--- src/rtl/shift_pkg.sv ---
// Shared types for the universal shift register: operation codes and burst FSM states.
package shift_pkg;

    typedef enum logic [2:0] {
        MODE_HOLD = 3'd0,
        MODE_SHL  = 3'd1,
        MODE_SHR  = 3'd2,
        MODE_ROL  = 3'd3,
        MODE_ROR  = 3'd4,
        MODE_ASR  = 3'd5
    } shift_mode_t;

    typedef enum logic [1:0] {
        ST_IDLE = 2'd0,
        ST_RUN  = 2'd1,
        ST_FIN  = 2'd2
    } fsm_state_t;

endpackage

--- src/rtl/shift_step.sv ---
// Combinational single-step shift/rotate: next register value plus the bit that leaves it.
module shift_step
    import shift_pkg::*;
#(
    parameter int WIDTH = 16,
    parameter int AMT_W = $clog2(WIDTH)
) (
    input  logic [WIDTH-1:0] q,
    input  shift_mode_t      mode,
    input  logic [AMT_W-1:0] amt,
    input  logic             d_in,
    output logic [WIDTH-1:0] q_next,
    output logic             out_bit,
    output logic             out_vld
);

    localparam logic [WIDTH-1:0] ONES = '1;

    logic [WIDTH-1:0] fill;
    logic [WIDTH-1:0] sign_fill;
    logic [AMT_W:0]   rev_amt;
    logic [AMT_W-1:0] left_idx;
    logic [AMT_W-1:0] right_idx;

    assign fill      = {WIDTH{d_in}};
    assign sign_fill = {WIDTH{q[WIDTH-1]}};
    // WIDTH-amt: the complementary shift for rotates and the index of the bit leaving on the left
    assign rev_amt   = (AMT_W+1)'(WIDTH) - {1'b0, amt};
    assign left_idx  = rev_amt[AMT_W-1:0];
    assign right_idx = amt - AMT_W'(1);

    always_comb begin
        q_next  = q;
        out_bit = 1'b0;
        out_vld = 1'b0;
        case (mode)
            MODE_SHL: begin
                q_next  = (q << amt) | (~(ONES << amt) & fill);
                out_bit = q[left_idx];
                out_vld = (amt != '0);
            end
            MODE_SHR: begin
                q_next  = (q >> amt) | (~(ONES >> amt) & fill);
                out_bit = q[right_idx];
                out_vld = (amt != '0);
            end
            MODE_ROL: begin
                q_next  = (q << amt) | (q >> rev_amt);
                out_bit = q[left_idx];
                out_vld = (amt != '0);
            end
            MODE_ROR: begin
                q_next  = (q >> amt) | (q << rev_amt);
                out_bit = q[right_idx];
                out_vld = (amt != '0);
            end
            MODE_ASR: begin
                q_next  = (q >> amt) | (~(ONES >> amt) & sign_fill);
                out_bit = q[right_idx];
                out_vld = (amt != '0);
            end
            default: begin
                q_next  = q;
            end
        endcase
    end

endmodule

--- src/rtl/univ_shift_reg.sv ---
// Universal shift register with parallel load, single-step shifts and counted bursts.
module univ_shift_reg
    import shift_pkg::*;
#(
    parameter  int WIDTH = 16,
    parameter  int CNT_W = 8,
    localparam int AMT_W = $clog2(WIDTH)
) (
    input  logic             clk,
    input  logic             rst,
    input  shift_mode_t      mode,
    input  logic [AMT_W-1:0] amt,
    input  logic             d_in,
    input  logic             en,
    input  logic             load,
    input  logic [WIDTH-1:0] d_par,
    input  logic             start,
    input  logic [CNT_W-1:0] burst_len,
    output logic [WIDTH-1:0] q_out,
    output logic             s_out,
    output logic             busy,
    output logic             done
);

    fsm_state_t       state_reg, state_next;
    logic [WIDTH-1:0] q_reg, q_next;
    logic             s_reg, s_next;
    logic [CNT_W-1:0] cnt_reg, cnt_next;
    shift_mode_t      mode_lat_reg, mode_lat_next;
    logic [AMT_W-1:0] amt_lat_reg, amt_lat_next;
    logic             busy_reg, done_reg;

    shift_mode_t      step_mode;
    logic [AMT_W-1:0] step_amt;
    logic [WIDTH-1:0] step_q;
    logic             step_bit;
    logic             step_vld;

    // During a burst the step uses the operation captured at start, not the live inputs
    assign step_mode = (state_reg == ST_RUN) ? mode_lat_reg : mode;
    assign step_amt  = (state_reg == ST_RUN) ? amt_lat_reg  : amt;

    shift_step #(
        .WIDTH (WIDTH),
        .AMT_W (AMT_W)
    ) u_step (
        .q       (q_reg),
        .mode    (step_mode),
        .amt     (step_amt),
        .d_in    (d_in),
        .q_next  (step_q),
        .out_bit (step_bit),
        .out_vld (step_vld)
    );

    always_ff @(posedge clk or posedge rst) begin
        if (rst) begin
            state_reg    <= ST_IDLE;
            q_reg        <= '0;
            s_reg        <= 1'b0;
            cnt_reg      <= '0;
            mode_lat_reg <= MODE_HOLD;
            amt_lat_reg  <= '0;
            busy_reg     <= 1'b0;
            done_reg     <= 1'b0;
        end else begin
            state_reg    <= state_next;
            q_reg        <= q_next;
            s_reg        <= s_next;
            cnt_reg      <= cnt_next;
            mode_lat_reg <= mode_lat_next;
            amt_lat_reg  <= amt_lat_next;
            busy_reg     <= (state_next == ST_RUN);
            done_reg     <= (state_next == ST_FIN);
        end
    end

    always_comb begin
        state_next    = state_reg;
        q_next        = q_reg;
        s_next        = s_reg;
        cnt_next      = cnt_reg;
        mode_lat_next = mode_lat_reg;
        amt_lat_next  = amt_lat_reg;
        if (load) begin
            // A load wins over everything and silently abandons a burst
            q_next     = d_par;
            state_next = ST_IDLE;
            cnt_next   = '0;
        end else begin
            case (state_reg)
                ST_IDLE: begin
                    if (start) begin
                        if (burst_len != '0) begin
                            mode_lat_next = mode;
                            amt_lat_next  = amt;
                            cnt_next      = burst_len;
                            state_next    = ST_RUN;
                        end else begin
                            state_next = ST_FIN;
                        end
                    end else if (en) begin
                        q_next = step_q;
                        if (step_vld) s_next = step_bit;
                    end
                end
                ST_RUN: begin
                    q_next   = step_q;
                    if (step_vld) s_next = step_bit;
                    cnt_next = cnt_reg - CNT_W'(1);
                    if (cnt_reg == CNT_W'(1)) state_next = ST_FIN;
                end
                ST_FIN: begin
                    state_next = ST_IDLE;
                end
                default: begin
                    state_next = ST_IDLE;
                end
            endcase
        end
    end

    assign q_out = q_reg;
    assign s_out = s_reg;
    assign busy  = busy_reg;
    assign done  = done_reg;

endmodule

--- config.mk ---
export PLATFORM = sky130hd
export DESIGN_NAME = univ_shift_reg
export DESIGN_NICKNAME = d
export VERILOG_FILES = /design/src/rtl/shift_pkg.sv /design/src/rtl/shift_step.sv /design/src/rtl/univ_shift_reg.sv
export SDC_FILE = /design/constraint.sdc
export NUM_CORES = 1
export LEC_CHECK = 0
export CAP_MARGIN = 20
export CORE_ASPECT_RATIO = 1.75
export CORE_MARGIN = 5
export CORE_UTILIZATION = 50
export CTS_BUF_LIST = sky130_fd_sc_hd__clkbuf_16
export CTS_CLUSTER_SIZE = 24
export DETAILED_ROUTE_END_ITERATION = 8
export HOLD_SLACK_MARGIN = 0.05
export PLACE_DENSITY = 0.83
export RECOVER_POWER = 25
export SETUP_SLACK_MARGIN = 0.3
export SLEW_MARGIN = 0
export SYNTH_ARGS = -nofsm -noshare
export SYNTH_HDL_FRONTEND = slang
export SYNTH_SLANG_ARGS = --single-unit
--- constraint.sdc ---
create_clock -name clk -period 4.5 [get_ports clk]
set_clock_uncertainty 0.05 [all_clocks]
set_input_delay 0.675 -clock clk [delete_from_list [all_inputs] [get_ports clk]]
set_output_delay 0.675 -clock clk [all_outputs]
set_load 0.1 [all_outputs]
==> results of run 1 <==
## placed cells by master, fill, tap and decap left out, types with 7 or more instances in the layout
master | Yosys | final
nand2_1 | 64 | 64
clkdlybuf4s50_1 | 0 | 54
nor2_1 | 50 | 50
a21oi_1 | 46 | 46
o21ai_0 | 41 | 41
mux2i_1 | 38 | 38
buf_4 | 0 | 37
dfrtp_1 | 36 | 36
a211oi_1 | 24 | 24
mux4_2 | 22 | 22
mux2_2 | 21 | 21
nor3_1 | 19 | 19
a22oi_1 | 18 | 18
o211ai_1 | 17 | 17
o31ai_1 | 13 | 13
inv_1 | 11 | 11
nand2b_1 | 10 | 10
o21a_1 | 8 | 8
a31oi_1 | 7 | 7
and2_1 | 7 | 7
nand3_1 | 7 | 7
o211a_1 | 7 | 7
## per-layer routing
layer / up-vias / share of wire, % / GRT usage [%]
met2: 634 / 45 / 63.4
li1: 2656 / - / -
met4: 0 / 10 / 31.6
met5: - / 0 / 0
met1: 3049 / 32 / 48.2
met3: 228 / 13 / 12.7
## through the flow
stage          utilization [%]  hold slack, ns  setup slack [ns]  instance area [sq um]  std cells
3_3_place_gp              58.0           0.460             0.650                   6010        815
6_report                  59.6           0.477             0.531                   6180        823
3_5_place_dp              58.0           0.467             0.575                   6010        815
4_1_cts                   59.7           0.481             0.705                   6180        823
5_1_grt                   59.6           0.504             0.476                   6180        823
2_1_floorplan                -           0.435             0.933                   5300        659
## how the worst max path moves through the flow
| stage | depth (start not counted) | end | from |
|---|---|---|---|
| final | 10 | q_out[14] | state_reg[1] |
| after global routing | 10 | q_out[14] | state_reg[1] |
| after CTS | 10 | q_out[14] | state_reg[1] |
| after detailed placement | 9 | q_out[4] | amt[0] |
| after global placement | 9 | q_out[4] | amt[0] |
| after floorplan | 12 | q_out[4] | amt[0] |
## cells by family after synthesis
kind of cell | after synthesis
AO/OA/AOI/OAI | 261
AND/OR/NAND/NOR | 193
multiplexers | 83
buffers and inverters | 80
flip-flops | 36
adder cells (fa/ha/maj) | 4
XOR/XNOR | 2
## power by group through the flow
stage | clock network, mW | logic, mW | registers, mW
finish | 0.417 | 2.21 | 0.594
global route | 0.424 | 2.29 | 0.589
CTS | 0.416 | 2.12 | 0.573
detailed placement | 0 | 2.11 | 0.579
global placement | 0 | 2.11 | 0.578
floorplan | 0 | 1.28 | 0.720
## cell type report
class / count / area [sq um]
inverters: 15 / 58.8
clock inverters: 3 / 42.5
flip-flops and latches: 36 / 901
clock buffers: 5 / 125
repair buffers: 94 / 852
well taps: 127 / 159
multi-input cells: 543 / 4040
fillers: 914 / 4180
## Yosys cell counts (all sizes together), types with 19 or more instances
master / count / area share [%]
o21ai: 46 / 4.4
nor2: 51 / 3.7
buf: 28 / 3.1
mux2i: 39 / 7.4
a21oi: 48 / 4.8
mux4: 23 / 9.9
nor3: 19 / 1.8
clkbuf: 37 / 2.6
a211oi: 25 / 3.6
nand2: 64 / 4.5
dfrtp: 36 / 17
mux2: 21 / 4.5
a22oi: 19 / 3.0
==> key figures, run 1 <==
Yosys
  – Syn nets: 700
  – Adder-cell share of the synthesized area: 0.945%
  – Compound-cell area share of the yosys netlist: 35.7%
  – Seq cells post-synth: 36
  – Largest family of logic cells by synthesized area: compound AO/OA/AOI/OAI gates
  – Post-synth EDFFs: 0
  – Yosys warning total: 0
  – Async set-reset flop share out of synthesis: 100%
  – Synth Flop Type: dfrtp_1
  – Netlist Area Pre-Place: 5300 sq um
  – Sequential area share after synthesis: 17.0%
  – Synthesized instance count: 659
  – Synth Area per Inst: 8.04 sq um
  – Mux cell area share after synthesis: 21.8%
  – Synth unique cells: 76
  – Simple-Gate Fraction of Synth Area: 17.4%
  – Post-Synth XOR/XNOR Area: 0.331%

Detailed routing
  – Starting DRT DRC Count: 1016
  – Vias: 6567
  – Drt first pass iters: 7
  – Via-to-Cell Ratio: 7.98
  – Antenna viol nets, final: 0
  – Wire length per cell: 32.9 microns
  – WL final: 27.1 mm
  – Drc violations: 0

Status
  – Status: complete, but fails checks
  – Failing checks: max-capacitance violations, max-slew violations

Timing
  – Least-Margin Pin Slew: 2.34 ns
  – Slew Limit Fails: 37
  – Slew margin rel.: -55.8%
  – Final setup fails: 0
  – Setup TNS: 0 ns
  – Min Tclk post-route: 3.97 ns
  – Post-route clock period utilization: 88.2%
  – Final Hold Viols: 0
  – RSZ-0062 raised after global routing: no
  – Highest clock rate: 0.252 GHz

Clocking
  – Later-pin clock latency in the skew report: 0.29 ns
  – CTS clk-pin slew, worst paths: 0.06 ns
  – Clk buf depth: 2
  – CTS tree: built
  – Num CTS Buffers: 5
  – Clk sink count: 36
  – Post-CTS Setup Bufs: 0
  – Post-CTS Resized: 0
  – Post-cts hold buffer count: 0
  – H-tree level count: 2
  – Clock root buffer: clkbuf_16

Worst setup path
  – Crit path top cell by count: buf_4
  – Worst R2R Start: state_reg[1]
  – R2R cell count: 10
  – Buffers plus inverters on the worst setup path: 3
  – WP data required: 4.61 ns
  – Worst Setup Start Kind: register
  – Critical path's top delay family: multiplexers
  – Critical path's slowest cell: mux2i_1
  – Endpoint type of the worst setup path: register
  – CP max FO: 27
  – Worst path max stage delay: 0.76 ns
  – WP data arrival: 4.08 ns
  – R2R setup slack: 0.53 ns
  – Reg2reg end: q_out[14]
  – Kind of critical path: reg2reg
  – Crit-path cells: nand2b_1 -> buf_4 -> a21oi_4 -> inv_4 -> mux2i_1 -> mux2_2 -> a2111oi_0 -> buf_4 -> nor3_1 -> o21ai_1

GRT
  – Largest net degree at the start of global routing: 42
  – Total track usage: 41.9%
  – GR Overflow Total: 0
  – Global-route wire length before repair: 40.0 mm
  – Number of global-route vias before repair: 6387
  – Initial antenna violation count: 0

Hold path
  – Hold endpoint: mode_lat_reg[1]
  – Hold path startpoint: mode_lat_reg[1]
  – Tightest Hold Check Type: reg2reg
  – Min-Delay Path Depth: 1

Placement
  – RD Place Congestion: 1.18
  – I/O Buffers: 55
  – Dpl hpwl: 19.2 mm

Floorplanning
  – Boundary pin count: 56
  – Core Region: 10400 sq um
  – Starting Density: 51.1%
  – Die width: 87.8 microns
  – Chip Height: 146 microns
  – # rows: 49
  – Die area: 12800 sq um

Cells and area
  – ANT cells: 0
  – Layout cell share with drive strength beyond 1: 17.1%
  – Layout area overhead: 16.7%
  – Max reg flops: 16
  – Final net count: 736

Power
  – Leakage dissipation: 2.40 nW
  – Internal Power: 1.43 mW
  – Switch share: 55.6%
  – Clock power share: 12.9%
  – Reg power frac: 18.4%
  – Net Switching: 1.79 mW
  – Pwr per Cell Area: 522 nW/um^2
  – Comb pwr share: 68.6%
  – Maximum vdd drop: 280 uV
  – Overall Power: 3.23 mW

Flow run
  – # Max-Cap Violations: 1
(Power assumes the default switching activity.)
==> inputs of run 2 (changes only) <==
Settings changed: ABC_AREA set to 1, REMOVE_ABC_BUFFERS set to 1.
==> key figures, run 2 <==
Yosys
  – Synth Flop Type: dfrtp_1 (unchanged)
  – Synth unique cells: 37 (was 76)
  – Synth top cells by count: 378 x nand2_1, 144 x nand3_1, 90 x inv_1 (was 64 x nand2_1, 50 x nor2_1, 46 x a21oi_1)
  – Yosys top cell by area: nand2_1 (was dfrtp_1)
  – Top-area cell type share of the netlist area: 28.1% (was 17.0%)
  – Netlist Area Pre-Place: 5040 sq um (was 5300 sq um)
  – Synth Area per Inst: 5.35 sq um (was 8.04 sq um)
  – Yosys warning total: 0 (unchanged)
  – Seq cells post-synth: 36 (unchanged)
  – Top-count cell post-synth: nand2_1 (unchanged)
  – Synthesized instance count: 942 (was 659)
  – Sequential area share after synthesis: 17.9% (was 17.0%)
  – Synth area leaders: nand2_1 28%, dfrtp_1 18%, nand3_1 14% (was dfrtp_1 17%, mux4_2 9.4%, mux2i_1 7.2%)
  – Async set-reset flop share out of synthesis: 100% (unchanged)
  – Post-synth EDFFs: 0 (unchanged)

Cells and area
  – Layout area overhead: 13.6% (was 16.7%)
  – Most common cell after layout, fill and taps aside: nand2_1 (unchanged)
  – Final net count: 1020 (was 736)
  – Layout cell share with drive strength beyond 1: 6.84% (was 17.1%)
  – Leading cell types in the layout, fill and taps excluded: 378 x nand2_1, 144 x nand3_1, 90 x inv_1 (was 64 x nand2_1, 54 x clkdlybuf4s50_1, 50 x nor2_1)
  – Max reg flops: 16 (unchanged)
  – Final core utilization: 58.1% (was 59.6%)
  – Non-Filler Instances: 1104 (was 823)
  – Fin area: 5720 sq um (was 6180 sq um)
  – ANT cells: 0 (unchanged)

Detailed routing
  – Drt first pass iters: 9 (was 7)
  – WL final: 25.3 mm (was 27.1 mm)
  – Vias: 6909 (was 6567)
  – Wire length per cell: 22.9 microns (was 32.9 microns)
  – Antenna viol nets, final: 0 (unchanged)
  – Via-to-Cell Ratio: 6.26 (was 7.98)
  – Starting DRT DRC Count: 1005 (was 1016)
  – Drc violations: 22 (was 0)

Clocking
  – CTS tree: built (unchanged)
  – Later-pin clock latency in the skew report: 0.30 ns (was 0.29 ns)
  – H-tree level count: 2 (unchanged)
  – Post-CTS Resized: 0 (unchanged)
  – Post-cts hold buffer count: 0 (unchanged)
  – Post-CTS Setup Bufs: 0 (unchanged)
  – Clk sink count: 36 (unchanged)
  – Num CTS Buffers: 5 (unchanged)
  – Clk buf depth: 2 (unchanged)
  – CTS clk-pin slew, worst paths: 0.07 ns (was 0.06 ns)
  – Clock root buffer: clkbuf_16 (unchanged)

Power
  – Leakage dissipation: 2.97 nW (was 2.40 nW)
  – Pwr per Cell Area: 530 nW/um^2 (was 522 nW/um^2)
  – Maximum vdd drop: 313 uV (was 280 uV)

Worst setup path
  – Endpoint type of the worst setup path: register (unchanged)
  – Worst R2R Start: state_reg[0] (was state_reg[1])
  – WP data required: 4.68 ns (was 4.61 ns)
  – WP data arrival: 3.47 ns (was 4.08 ns)
  – Reg2reg end: q_out[13] (was q_out[14])
  – R2R setup slack: 1.21 ns (was 0.53 ns)
  – Kind of critical path: reg2reg (unchanged)
  – Worst Setup Start Kind: register (unchanged)
  – R2R cell count: 15 (was 10)
  – CP max FO: 17 (was 27)

Timing
  – Least-Margin Pin Slew: 1.15 ns (was 2.34 ns)
  – Final setup fails: 0 (unchanged)
  – Setup TNS: 0 ns (unchanged)
  – Min Tclk post-route: 3.29 ns (was 3.97 ns)
  – Final Hold Viols: 0 (unchanged)
  – Slew margin rel.: 23.3% (was -55.8%)
  – Slew Limit Fails: 0 (was 37)
  – Highest clock rate: 0.304 GHz (was 0.252 GHz)
  – RSZ-0062 raised after global routing: no (unchanged)
  – Hold Slack: 0.442 ns (was 0.477 ns)
  – Post-route clock period utilization: 73.1% (was 88.2%)

Placement
  – Dpl cell area: 5580 sq um (was 6010 sq um)
  – RD Place Congestion: 1.10 (was 1.18)
  – I/O Buffers: 55 (unchanged)
  – Dpl hpwl: 18.7 mm (was 19.2 mm)
  – DP Cell Count: 1096 (was 815)

GRT
  – Largest net degree at the start of global routing: 31 (was 42)
  – Number of global-route vias before repair: 6541 (was 6387)
  – Initial antenna violation count: 0 (unchanged)
  – Global-route wire length before repair: 37.7 mm (was 40.0 mm)
  – GR Overflow Total: 0 (unchanged)
  – Total track usage: 41.6% (was 41.9%)

Floorplanning
  – Starting Density: 51.2% (was 51.1%)
  – # rows: 48 (was 49)
  – Die width: 85.9 microns (was 87.8 microns)
  – Core Region: 9850 sq um (was 10400 sq um)
  – Die area: 12300 sq um (was 12800 sq um)
  – Boundary pin count: 56 (unchanged)
  – Chip Height: 143 microns (was 146 microns)

Hold path
  – Min-Delay Path Depth: 2 (was 1)
  – Tightest Hold Check Type: reg2reg (unchanged)
  – Hold path startpoint: mode_lat_reg[0] (was mode_lat_reg[1])
  – Hold endpoint: mode_lat_reg[0] (was mode_lat_reg[1])

Status
  – Status: complete, but fails checks (unchanged)
  – Failing checks: design-rule violations (was max-capacitance violations, max-slew violations)

Flow run
  – # Max-Cap Violations: 0 (was 1)
-- run 2: cell types whose count changed in the layout (fill, tap and decap cells not counted), moves of 18 or more --
cell / change
mux2i_1: -38
inv_1: +79
nand2_1: +314
buf_4: -25
mux2_2: -21
nand3_1: +137
a211oi_1: -23
a22oi_1: -18
mux4_2: -22
a21oi_1: -19
-- run 2: kinds of logic (layout without fill, tap and decap cells) --
group | Yosys count | in the layout | synth area share [%]
AO/OA/AOI/OAI | 123 | 123 | 13.4
XOR/XNOR | 1 | 1 | 0.174
adder cells (fa/ha/maj) | 4 | 4 | 0.993
buffers and inverters | 142 | 179 | 12.8
flip-flops | 36 | 36 | 17.9
AND/OR/NAND/NOR | 636 | 636 | 54.8
-- run 2: routing by layer --
| metal | share of wire (%) | track usage (%) |
|---|---|---|
| met1 | 32 | 43.6 |
| met2 | 47 | 70.2 |
| met3 | 9.8 | 9.06 |
| met4 | 10 | 33.3 |
| met5 | 0 | 0 |
-- run 2: worst max path at each step --
stage	from	end	cells past startpoint
2_1_floorplan	state_reg[1]	q_out[15]	14
5_1_grt	state_reg[0]	q_out[13]	15
6_report	state_reg[0]	q_out[13]	15
3_5_place_dp	amt[1]	s_out	14
3_3_place_gp	amt[1]	q_out[0]	14
4_1_cts	state_reg[0]	q_out[15]	16
-- run 2: cell type report --
class                           instances  area [sq um]
Sequential cell                        36           901
Fill cell                            1070          4130
Inverter                              104           390
Tap cell                              125           156
Timing Repair Buffer                   68           644
Clock inverter                          2          12.5
Clock buffer                            5           125
Multi-Input combinational cell        764          3490
-- run 2: per-stage QoR --
stage,power (mW),worst slack [ns]
final,3.03,1.21
after global routing,3.18,1.09
after CTS,2.91,1.42
after detailed placement,2.55,1.29
after global placement,2.56,1.33
after floorplan,1.85,1.72
-- run 2: report_power, final --
part / switching (mW) / internal, mW
clock: 0.164 / 0.202
sequential: 0.0584 / 0.387
combinational: 1.67 / 0.557
total: 1.89 / 1.15
-- run 2: critical path: stages (launching register included) --
cell     delay (ns)
dfrtp_1        0.57
inv_1          0.10
nor2_2         0.49
nand2_1        0.20
nand2_4        0.29
nand3_4        0.14
nand2_4        0.19
inv_2          0.18
nor2_2         0.11
buf_4          0.24
nand3_1        0.12
nand2_1        0.07
nand2_1        0.16
nand2_1        0.16
nand2_1        0.07
nand2_1        0.07
